## src/rtl/m1_mem_arbiter.sv

```systemverilog
// rtl/m1_mem_arbiter.sv - M1 fetch/data memory port arbiter with watchdog (option macro: M1_ARB_ROUND_ROBIN_EN)
module m1_mem_arbiter #(
   parameter int unsigned TIMEOUT  = 255,
   parameter logic [31:0] ERR_DATA = 32'hDEAD_BEEF
) (
   input  logic        sys_clock_i,
   input  logic        sys_reset_i,
   input  logic        imem_read_i,
   input  logic [31:0] imem_addr_i,
   output logic        imem_done_o,
   output logic [31:0] imem_data_o,
   input  logic        dmem_read_i,
   input  logic        dmem_write_i,
   input  logic [3:0]  dmem_sel_i,
   input  logic [31:0] dmem_addr_i,
   input  logic [31:0] dmem_data_i,
   output logic        dmem_done_o,
   output logic [31:0] dmem_data_o,
   output logic        mem_read_o,
   output logic        mem_write_o,
   output logic [3:0]  mem_sel_o,
   output logic [31:0] mem_addr_o,
   output logic [31:0] mem_data_o,
   input  logic        mem_done_i,
   input  logic [31:0] mem_data_i,
   output logic        abort_o
);

   typedef enum logic [1:0] {IDLE, GNT_I, GNT_D, RESP} state_t;

   // Watchdog fires in the grant cycle where the count is one short of TIMEOUT,
   // so the strobe stays high for exactly TIMEOUT cycles.
   localparam bit         WDOG_EN = (TIMEOUT != 0);
   localparam logic [7:0] TO_LAST = 8'(TIMEOUT - 1);

   state_t     state;
   state_t     state_nxt;
   logic [7:0] wdog;
   logic       resp_d;
   logic       d_req;
   logic       i_req;
   logic       pick_d;
   logic       timeout_hit;

   assign d_req       = dmem_read_i | dmem_write_i;
   assign i_req       = imem_read_i;
   assign timeout_hit = WDOG_EN && (wdog == TO_LAST);

`ifdef M1_ARB_ROUND_ROBIN_EN
   logic last_d;

   assign pick_d = d_req && (!i_req || !last_d);

   // Remember which port won the most recent grant
   always_ff @(posedge sys_clock_i or posedge sys_reset_i) begin
      if (sys_reset_i) begin
         last_d <= 1'b0;
      end else if (state == IDLE && (d_req || i_req)) begin
         last_d <= pick_d;
      end
   end
`else
   // Data port wins contention: a stalled load/store blocks the pipeline
   assign pick_d = d_req;
`endif

   // State register
   always_ff @(posedge sys_clock_i or posedge sys_reset_i) begin
      if (sys_reset_i) begin
         state <= IDLE;
      end else begin
         state <= state_nxt;
      end
   end

   // Next-state selection
   always_comb begin
      state_nxt = state;
      unique case (state)
         IDLE: begin
            if (d_req || i_req) begin
               state_nxt = pick_d ? GNT_D : GNT_I;
            end
         end
         GNT_I, GNT_D: begin
            if (mem_done_i || timeout_hit) begin
               state_nxt = RESP;
            end
         end
         RESP:    state_nxt = IDLE;
         default: state_nxt = IDLE;
      endcase
   end

   // Completion pulses exist only in RESP, routed to the granted port
   always_comb begin
      imem_done_o = 1'b0;
      dmem_done_o = 1'b0;
      if (state == RESP) begin
         imem_done_o = !resp_d;
         dmem_done_o = resp_d;
      end
   end

   // Memory-side request registers, watchdog and response data capture
   always_ff @(posedge sys_clock_i or posedge sys_reset_i) begin
      if (sys_reset_i) begin
         mem_read_o  <= 1'b0;
         mem_write_o <= 1'b0;
         mem_sel_o   <= 4'h0;
         mem_addr_o  <= 32'h0;
         mem_data_o  <= 32'h0;
         imem_data_o <= 32'h0;
         dmem_data_o <= 32'h0;
         abort_o     <= 1'b0;
         wdog        <= 8'h0;
         resp_d      <= 1'b0;
      end else begin
         abort_o <= 1'b0;
         unique case (state)
            IDLE: begin
               wdog <= 8'h0;
               if (d_req || i_req) begin
                  resp_d <= pick_d;
                  if (pick_d) begin
                     mem_read_o  <= dmem_read_i;
                     mem_write_o <= dmem_write_i;
                     mem_sel_o   <= dmem_sel_i;
                     mem_addr_o  <= dmem_addr_i;
                     mem_data_o  <= dmem_data_i;
                  end else begin
                     mem_read_o  <= 1'b1;
                     mem_write_o <= 1'b0;
                     mem_sel_o   <= 4'hF;
                     mem_addr_o  <= imem_addr_i;
                     mem_data_o  <= 32'h0;
                  end
               end
            end
            GNT_I, GNT_D: begin
               wdog <= wdog + 8'd1;
               if (mem_done_i) begin
                  mem_read_o  <= 1'b0;
                  mem_write_o <= 1'b0;
                  if (resp_d) begin
                     dmem_data_o <= mem_write_o ? 32'h0 : mem_data_i;
                  end else begin
                     imem_data_o <= mem_data_i;
                  end
               end else if (timeout_hit) begin
                  mem_read_o  <= 1'b0;
                  mem_write_o <= 1'b0;
                  abort_o     <= 1'b1;
                  if (resp_d) begin
                     dmem_data_o <= ERR_DATA;
                  end else begin
                     imem_data_o <= ERR_DATA;
                  end
               end
            end
            RESP: begin
               wdog <= 8'h0;
            end
            default: begin
               wdog <= 8'h0;
            end
         endcase
      end
   end

endmodule

```

## config.mk

```make
export PLATFORM = sky130hd
export DESIGN_NAME = m1_mem_arbiter
export DESIGN_NICKNAME = d
export VERILOG_FILES = /design/src/rtl/m1_mem_arbiter.sv
export SDC_FILE = /design/constraint.sdc
export NUM_CORES = 1
export LEC_CHECK = 0
export ABC_AREA = 1
export BUFFER_PORTS_ARGS = -buffer_cell sky130_fd_sc_hd__buf_2
export CORE_ASPECT_RATIO = 1.5
export CORE_UTILIZATION = 28
export CTS_CLUSTER_DIAMETER = 200
export DETAILED_ROUTE_END_ITERATION = 16
export GPL_ROUTABILITY_DRIVEN = 0
export PLACE_DENSITY = 0.59
export SLEW_MARGIN = 20
export SYNTH_ARGS = -nofsm -noshare
export SYNTH_HDL_FRONTEND = slang
export SYNTH_SLANG_ARGS = --single-unit
```

## constraint.sdc

```tcl
create_clock -name sys_clock_i -period 5.9 [get_ports sys_clock_i]
set_input_delay 0.295 -clock sys_clock_i [delete_from_list [all_inputs] [get_ports sys_clock_i]]
set_output_delay 0.295 -clock sys_clock_i [all_outputs]
set_load 0.1 [all_outputs]
```

==> results of run 1 <==
-- metal layers --
| layer | part of all wire | up-vias |
|---|---|---|
| met4 | 0.034 | 2 |
| met2 | 0.52 | 202 |
| met5 | 0.00066 | - |
| li1 | - | 2971 |
| met3 | 0.044 | 37 |
| met1 | 0.41 | 2884 |
-- final cells by class --
class / instances / area [um2]
clock inverters: 15 / 177.7
repair buffers: 280 / 1416
fillers: 2391 / 14360
flip-flops and latches: 146 / 3654
clock buffers: 17 / 425.4
well taps: 315 / 394.1
inverters: 42 / 162.7
multi-input cells: 485 / 2472
-- kinds of logic (layout without fill, tap and decap cells) --
| logic type | Yosys count | after routing | share of synthesized area |
|---|---|---|---|
| compound gates | 102 | 102 | 0.1103 |
| flops | 146 | 146 | 0.5536 |
| fa+ha+maj | 4 | 4 | 0.007583 |
| simple gates | 379 | 379 | 0.2548 |
| buf+inv | 103 | 354 | 0.07374 |
-- registers in the layout (all words and copies together) (netlist names), 2 cells and up --
name,flops
imem_data_o,32
dmem_data_o,32
state,2
mem_data_o,32
mem_addr_o,32
mem_sel_o,4
wdog,8
-- worst paths after layout --
| kind | start | endpoint | slack, ps | depth (start not counted) |
|---|---|---|---|---|
| setup / recovery | resp_d | imem_data_o[3] | 3040 | 5 |
| hold / removal | sys_reset_i | mem_data_o[11] | -10 | 2 |
| setup reg to reg | resp_d | imem_data_o[3] | 3040 | 5 |
| hold reg to reg | dmem_data_o[17] | dmem_data_o[17] | 460 | 2 |
| max in group asynchronous | sys_reset_i | dmem_data_o[12] | 4490 | 3 |
| min in group sys_clock_i | dmem_data_i[16] | mem_data_o[16] | 100 | 2 |
-- metrics by stage --
step	setup WS, ps	cells	hold slack (ps)
global placement	2541	1268	451.3
global route	2797	1300	60.84
CTS	2909	1300	32.40
floorplan	1682	734	441.0
detailed placement	2544	1268	454.7
finish	3036	1300	-12.54
-- cell usage in the layout (no fill, tap or decap), drive strengths merged, types with 4 or more instances in the layout --
cell	netlist	layout
ha	4	4
o22a	4	4
o31ai	32	32
a21oi	5	5
clkbuf	24	17
o21ai	28	28
nor2	56	56
clkinvlp	0	5
inv	41	46
nor3	36	36
buf	37	280
nand2	214	214
nand4	67	67
nand3	6	6
dfrtp	146	146
a22o	32	32
clkinv	1	4
==> impl_metrics.json, run 1 <==
{
  "status": "complete, but fails checks",
  "violations": "negative hold slack",
  "cts_setup_buffers": 0,
  "period_share": 0.4854,
  "synth_edf_count": 0,
  "async_flop_share": 1.000,
  "final_util": 0.3774,
  "cts.sinks": 146,
  "fp.dieArea_mm2": 0.02420,
  "fin_setup_tns_ps": 0,
  "worst-setup-path-type": "flip-flop to flip-flop",
  "post_dp_cell_area_mm2": 0.008094,
  "drv_cap": 0,
  "rsz0062_at_grt": "no",
  "wl_um": 19690,
  "synth_seq_cells": 146,
  "firstDrtPassIters": 5,
  "insertion_delay_ps": 420,
  "antenna_found_initial": 1,
  "std_cell_rows": 68,
  "drive_gt1_frac": 0.3279,
  "grt_pass1_vias": 5867,
  "cp.arrival_ps": 3220,
  "final_nets": 1114,
  "cts_buffers": 17,
  "grt-busiest-layer": "met2",
  "synth.cell_area_mm2": 0.006600,
  "slowest_delay_ps": 950,
  "critPathTopFamily": "buffers and inverters",
  "cts_resized": 0,
  "crit_path_start_kind": "flip-flop",
  "worst_pin_slew_ps": 1062,
  "ys_seq_area_frac": 0.5536,
  "hold_ws_ps": -12.54,
  "die_h_um": 190.0,
  "hold_path.class": "input pin to asynchronous set/reset pin",
  "grt_start_max_net_pins": 98,
  "path_cells": "buf_4, clkinv_1, nand3_2, nand2_1, nand2_1",
  "met2_usage": 0.2877,
  "use_met1": 0.1878,
  "endpoint_kind": "flip-flop",
  "crit_required_ps": 6260,
  "syn_nets": 876,
  "io_buffers": 274,
  "crit_buf_inv": 2,
  "use_met3": 0.03656,
  "num_vias": 6096,
  "drt_iter0_drc": 367,
  "path_common_cell": "nand2_1",
  "grt_pass1_wl_um": 30670,
  "vias_per_cell": 4.689,
  "avgSynthCellArea_um2": 8.992,
  "wl_per_cell_um": 15.14,
  "maxSlewHeadroom": 0.2874,
  "yosysMostFrequentCell": "nand2_1",
  "cts_tree": "done",
  "critPathSlowestCell": "clkinv_1",
  "fmax_mhz": 349.2,
  "ant_nets": 0,
  "htree_levels": 4,
  "final_area_mm2": 0.008702,
  "yosys-top-cells-area": "dfrtp_1, nand2_1, nand4_1",
  "grt_overflow": 0,
  "io_pins": 275,
  "cts_hold_buf": 0,
  "finalClockSkew_ps": 6.931,
  "root_buffer": "clkbuf_16",
  "synthFlopType": "dfrtp_1",
  "setup_violations": 0,
  "track_usage": 0.1645,
  "dp.final_hpwl_um": 13350,
  "path_max_fanout": 36,
  "die_w_um": 127.4,
  "fin_crit_ps": 2864,
  "synth_cells": 734,
  "synth_top_area_share": 0.5536,
  "initial_utilization": 0.2862,
  "yosysTopAreaCell": "dfrtp_1",
  "clk_pin_slew_ps": 70,
  "num_antenna_cells": 0,
  "ys.warnings.count": 0,
  "drv_slew": 0,
  "synth_common_cells": "nand2_1, dfrtp_1, nand4_1",
  "core_mm2": 0.02306,
  "syn_to_final_growth_pct": 31.85,
  "clockBufferDepth": 2,
  "synth.distinct_cells": 26,
  "hold_viol": 7,
  "drc": 0
}
Power of run 1 is not shown: default switching activity piles up to over one toggle a cycle in this logic, so the estimate is an artifact.
==> run 2: changes to the inputs <==
==> constraint.sdc (replaced) <==
create_clock -name sys_clock_i -period 2.9 [get_ports sys_clock_i]
set_input_delay 0.145 -clock sys_clock_i [delete_from_list [all_inputs] [get_ports sys_clock_i]]
set_output_delay 0.145 -clock sys_clock_i [all_outputs]
set_load 0.1 [all_outputs]
==> run 2 against run 1 <==
Register-to-register slack got worse by 2100 ps. Final area increased by 7.9%. Setup slack worse by 2200 ps. The run now ends clean. Die area unchanged. Largest cell class unchanged. Cell count is 5.5% higher. Non-clock buffer count up 72. Clock skew about the same. Utilization is 3.0 points higher. First-iteration DRC count rose by 12%.
==> impl_metrics.json, run 2 (synthesized netlist as in run 1, its figures left out) <==
{
  "setup_violations": 0,
  "slowest_delay_ps": 800,
  "reg2reg_from": "state[1]",
  "reg2reg_depth": 7,
  "fin_crit_ps": 2019,
  "path_cells": "nand2_1, inv_1, buf_2",
  "worstHoldEndpoint": "mem_addr_o[22]",
  "holdPathStages": 3,
  "die_h_um": 190.0,
  "std_cell_rows": 68,
  "fmax_mhz": 495.2,
  "maxSlewHeadroom": 0.4002,
  "cts_setup_buffers": 0,
  "crit_required_ps": 2760,
  "ff_latch_area_mm2": 0.003654,
  "syn_to_final_growth_pct": 42.20,
  "initial_utilization": 0.2862,
  "crit_path_start_kind": "flip-flop",
  "hold_viol": 0,
  "io_buffers": 274,
  "layout_common_cells": "buf_2, nand2_1, dfrtp_1, nand4_1, dlygate4sd3_1",
  "firstDrtPassIters": 4,
  "wl_um": 20820,
  "wl_per_cell_um": 15.17,
  "multi_input_area_mm2": 0.002467,
  "io_pins": 275,
  "critPathSlowestCell": "dfrtp_1",
  "grt_overflow": 0,
  "ant_nets": 0,
  "finalClockSkew_ps": 7.040,
  "root_buffer": "clkbuf_16",
  "htree_levels": 4,
  "fin_setup_tns_ps": 0,
  "track_usage": 0.1744,
  "drc": 0,
  "drive_gt1_frac": 0.3179,
  "worst_pin_slew_ps": 897.8,
  "cts_hold_buf": 57,
  "grt_pass1_wl_um": 32940,
  "clk_pin_slew_ps": 60,
  "wl_met2_um": 11040,
  "reg2reg_to": "dmem_data_o[31]",
  "drt_iter0_drc": 411,
  "final_nets": 1186,
  "num_vias": 6403,
  "drv_cap": 0,
  "insertion_delay_ps": 430,
  "worst-setup-path-type": "flip-flop to primary output",
  "cp.arrival_ps": 1870,
  "num_antenna_cells": 0,
  "status": "finished, final reports clean",
  "dp.final_hpwl_um": 14150,
  "cts_buffers": 17,
  "hold_path.class": "input pin to flip-flop",
  "fp.dieArea_mm2": 0.02420,
  "met3_length_um": 1008,
  "core_mm2": 0.02306,
  "path_max_fanout": 21,
  "grt_pass1_vias": 6285,
  "grt_start_max_net_pins": 67,
  "endpoint_kind": "primary output",
  "die_w_um": 127.4,
  "rsz0062_at_grt": "no",
  "drv_slew": 0,
  "antenna_found_initial": 1,
  "clockBufferDepth": 2,
  "period_share": 0.6963,
  "fillers": 2340,
  "final_common_cell": "buf_2",
  "cts.sinks": 146,
  "cts_tree": "done",
  "top_layer": "met5",
  "cts_resized": 0,
  "met1Wirelength_um": 8332,
  "vias_per_cell": 4.667,
  "min-delay-start": "dmem_addr_i[22]",
  "r2r_slack_ps": 950
}
run 2: cell count changes in the layout (fill, tap and decap cells not counted), sizes merged:
| cell | change |
|---|---|
| buf | +15 |
| clkbuf | +2 |
| clkinv | -2 |
| clkinvlp | +2 |
| dlygate4sd3 | +57 |
| inv | -2 |
run 2: area by class of cell:
type / count / share of cell area
sequential: 146 / 0.3893
multi-input combinational: 485 / 0.2629
timing repair buffer: 352 / 0.2264
clock buffer: 19 / 0.04613
tap: 315 / 0.04199
inverter: 42 / 0.01720
clock inverter: 13 / 0.01613
run 2: worst max path at each step:
stage / from / to / slack [ps] / depth (start not counted)
2_1_floorplan: resp_d / imem_done_o / 780 / 3
3_3_place_gp: state[0] / imem_data_o[10] / 1000 / 6
3_5_place_dp: state[1] / dmem_data_o[14] / 960 / 7
4_1_cts: resp_d / dmem_done_o / 880 / 3
5_1_grt: state[1] / dmem_data_o[20] / 780 / 7
6_report: resp_d / dmem_done_o / 880 / 3
run 2: critical path: cells and delay by family, from the launching register on:
| kind | cells | cell delay (ps) |
|---|---|---|
| and+or+nand+nor | 1 | 150 |
| DFF | 1 | 800 |
| buffers and inverters | 2 | 500 |
run 2: per-layer routing:
metal  vias up  global-route usage
met2       217              0.3178
met1      3040              0.1942
met4         2             0.07005
met3        34             0.03881
li1       3110                   -
met5         -                   0
run 2: metrics by stage:
| stage | area (um2) | hold slack, ps | std cells | setup slack (ps) | util |
|---|---|---|---|---|---|
| floorplan | 6604 | 291.0 | 734 | 781.5 | - |
| global placement | 8230 | 371.8 | 1283 | 999.4 | 0.3570 |
| detailed placement | 8230 | 379.4 | 1283 | 960.4 | 0.3570 |
| CTS | 9385 | 1.045 | 1372 | 875.9 | 0.4070 |
| global route | 9385 | 8.158 | 1372 | 784.1 | 0.4070 |
| finish | 9385 | 22.54 | 1372 | 880.6 | 0.4070 |
Power of run 2 is left out for the same reason.
==> run 3: changes to the inputs <==
--- a/config.mk
+++ b/config.mk
@@ -12,7 +12,7 @@
 export CTS_CLUSTER_DIAMETER = 200
 export DETAILED_ROUTE_END_ITERATION = 16
 export GPL_ROUTABILITY_DRIVEN = 0
-export PLACE_DENSITY = 0.59
+export PLACE_DENSITY = 0.61
 export SLEW_MARGIN = 20
 export SYNTH_ARGS = -nofsm -noshare
 export SYNTH_HDL_FRONTEND = slang
==> constraint.sdc (replaced) <==
create_clock -name sys_clock_i -period 1.75 [get_ports sys_clock_i]
set_input_delay 0.0875 -clock sys_clock_i [delete_from_list [all_inputs] [get_ports sys_clock_i]]
set_output_delay 0.0875 -clock sys_clock_i [all_outputs]
set_load 0.1 [all_outputs]
==> run 3 against run 2 <==
Via count is 3.6% higher. Wire length grew 1.0%. Die area unchanged. Setup slack worse by 790 ps. Cell count up 2.8%. Critical path depth is 3 higher. Global-route usage about the same. Final area up 6.4%. Worst hold slack improved by 3.1 ps. First-iteration DRC count decreased by 18%. Critical endpoint is now mem_addr_o[18]. Highest routed layer is now met4.
==> impl_metrics.json, run 3 (synthesized netlist as in run 1, its figures left out) <==
{
  "status": "finished, final reports clean",
  "track_usage": 0.1742,
  "endpoint": "mem_addr_o[18]",
  "cp.arrival_ps": 1960,
  "fp.dieArea_mm2": 0.02420,
  "crit_path_start_kind": "flip-flop",
  "grt_overflow": 0,
  "wl_per_cell_um": 14.90,
  "drv_cap": 0,
  "final_area_mm2": 0.009988,
  "reg2reg_to": "mem_addr_o[18]",
  "initial_utilization": 0.2862,
  "firstDrtPassIters": 5,
  "cts.sinks": 146,
  "fmax_mhz": 604.2,
  "grt_start_max_net_pins": 62,
  "ant_nets": 0,
  "num_antenna_cells": 0,
  "fin_crit_ps": 1655,
  "path_max_fanout": 11,
  "vias_per_cell": 4.700,
  "die_w_um": 127.4,
  "reg2reg_depth": 6,
  "hold_viol": 0,
  "post_dp_cell_area_mm2": 0.008381,
  "die_h_um": 190.0,
  "io_buffers": 274,
  "period_share": 0.9458,
  "crit_required_ps": 2050,
  "rsz0062_at_grt": "no",
  "std_cell_rows": 68,
  "maxSlewHeadroom": 0.6511,
  "grt_pass1_wl_um": 32900,
  "worst_pin_slew_ps": 527.0,
  "num_vias": 6631,
  "clockBufferDepth": 2,
  "cts_tree": "done",
  "r2r_slack_ps": 90,
  "antenna_found_initial": 0,
  "reg2reg_from": "state[1]",
  "core_mm2": 0.02306,
  "hold_path.class": "input pin to flip-flop",
  "clk_pin_slew_ps": 60,
  "io_pins": 275,
  "drv_slew": 0,
  "drive_gt1_frac": 0.3139,
  "hold_ws_ps": 25.60,
  "insertion_delay_ps": 420,
  "drt_iter0_drc": 335,
  "setup_ws_ps": 94.79,
  "endpoint_kind": "flip-flop",
  "final_nets": 1226,
  "layout_common_cells": "buf_2, nand2_1, dfrtp_1, dlygate4sd3_1, nand4_1",
  "grt_pass1_vias": 6570,
  "finalClockSkew_ps": 5.806,
  "final_common_cell": "buf_2",
  "htree_levels": 4,
  "dp.final_hpwl_um": 14060,
  "crit_start": "state[1]",
  "wl_um": 21030,
  "root_buffer": "clkbuf_16",
  "place_ws_ps": 100.8,
  "cts_buffers": 17,
  "setup_violations": 0,
  "worst-setup-path-type": "flip-flop to flip-flop",
  "drc": 0,
  "syn_to_final_growth_pct": 51.34
}
-- run 3: cell types whose count changed in the layout (fill, tap and decap cells not counted), sizes merged --
cell	before	now
clkbuf	19	20
clkinv	2	4
bufinv	2	4
inv	44	42
buf	295	299
dlygate4sd3	57	93
clkinvlp	7	3
-- run 3: worst min path at each step --
stage / to / depth (start not counted) / from / slack (ps)
after floorplan: mem_data_o[0] / 1 / dmem_data_i[0] / 230
after global placement: imem_data_o[6] / 2 / sys_reset_i / 150
after detailed placement: imem_data_o[6] / 2 / sys_reset_i / 160
after CTS: imem_data_o[19] / 5 / mem_data_i[19] / 0.2
after global routing: mem_addr_o[24] / 3 / imem_addr_i[24] / 30
final: mem_addr_o[2] / 3 / imem_addr_i[2] / 30
-- run 3: cell type report --
type / instances / area, um2
clock buffers: 20 / 466.7
repair buffers: 392 / 2639
well taps: 315 / 394.1
fillers: 2233 / 13070
flip-flops and latches: 146 / 3654
clock inverters: 11 / 175.2
multi-input cells: 485 / 2499
inverters: 42 / 161.4
-- run 3: worst max-delay path, cell delays in order, from the launching register on --
cell and delay (ps):
dfrtp_1 400, inv_1 100, ha_4 180, nand2_8 110, nand2_1 110, o31ai_2 70, dlygate4sd3_1 550
-- run 3: metrics by stage --
stage | TNS, ps | cells | utilization
6_report | 0 | 1411 | 0.4332
3_3_place_gp | 0 | 1287 | 0.3635
5_1_grt | 0 | 1411 | 0.4332
3_5_place_dp | 0 | 1287 | 0.3635
4_1_cts | 0 | 1411 | 0.4318
2_1_floorplan | -24900 | 734 | -
-- run 3: timing repair --
action | in CTS | in global routing
setup buffers | 0 | 0
hold endpoints to repair | 98 | 0
hold buffers | 93 | 0
cloned | 0 | 0
resized for setup | 1 | 5
setup endpoints to repair | 1 | 8
-- run 3: layer usage --
layer  vias up  routed length, um  track usage
met5         -                  0            0
met3        50                939      0.03515
met1      3162               8318       0.1907
met2       238              10980       0.3136
li1       3181                  -            -
met4         0                795      0.09295
Power of run 3 is left out for the same reason.
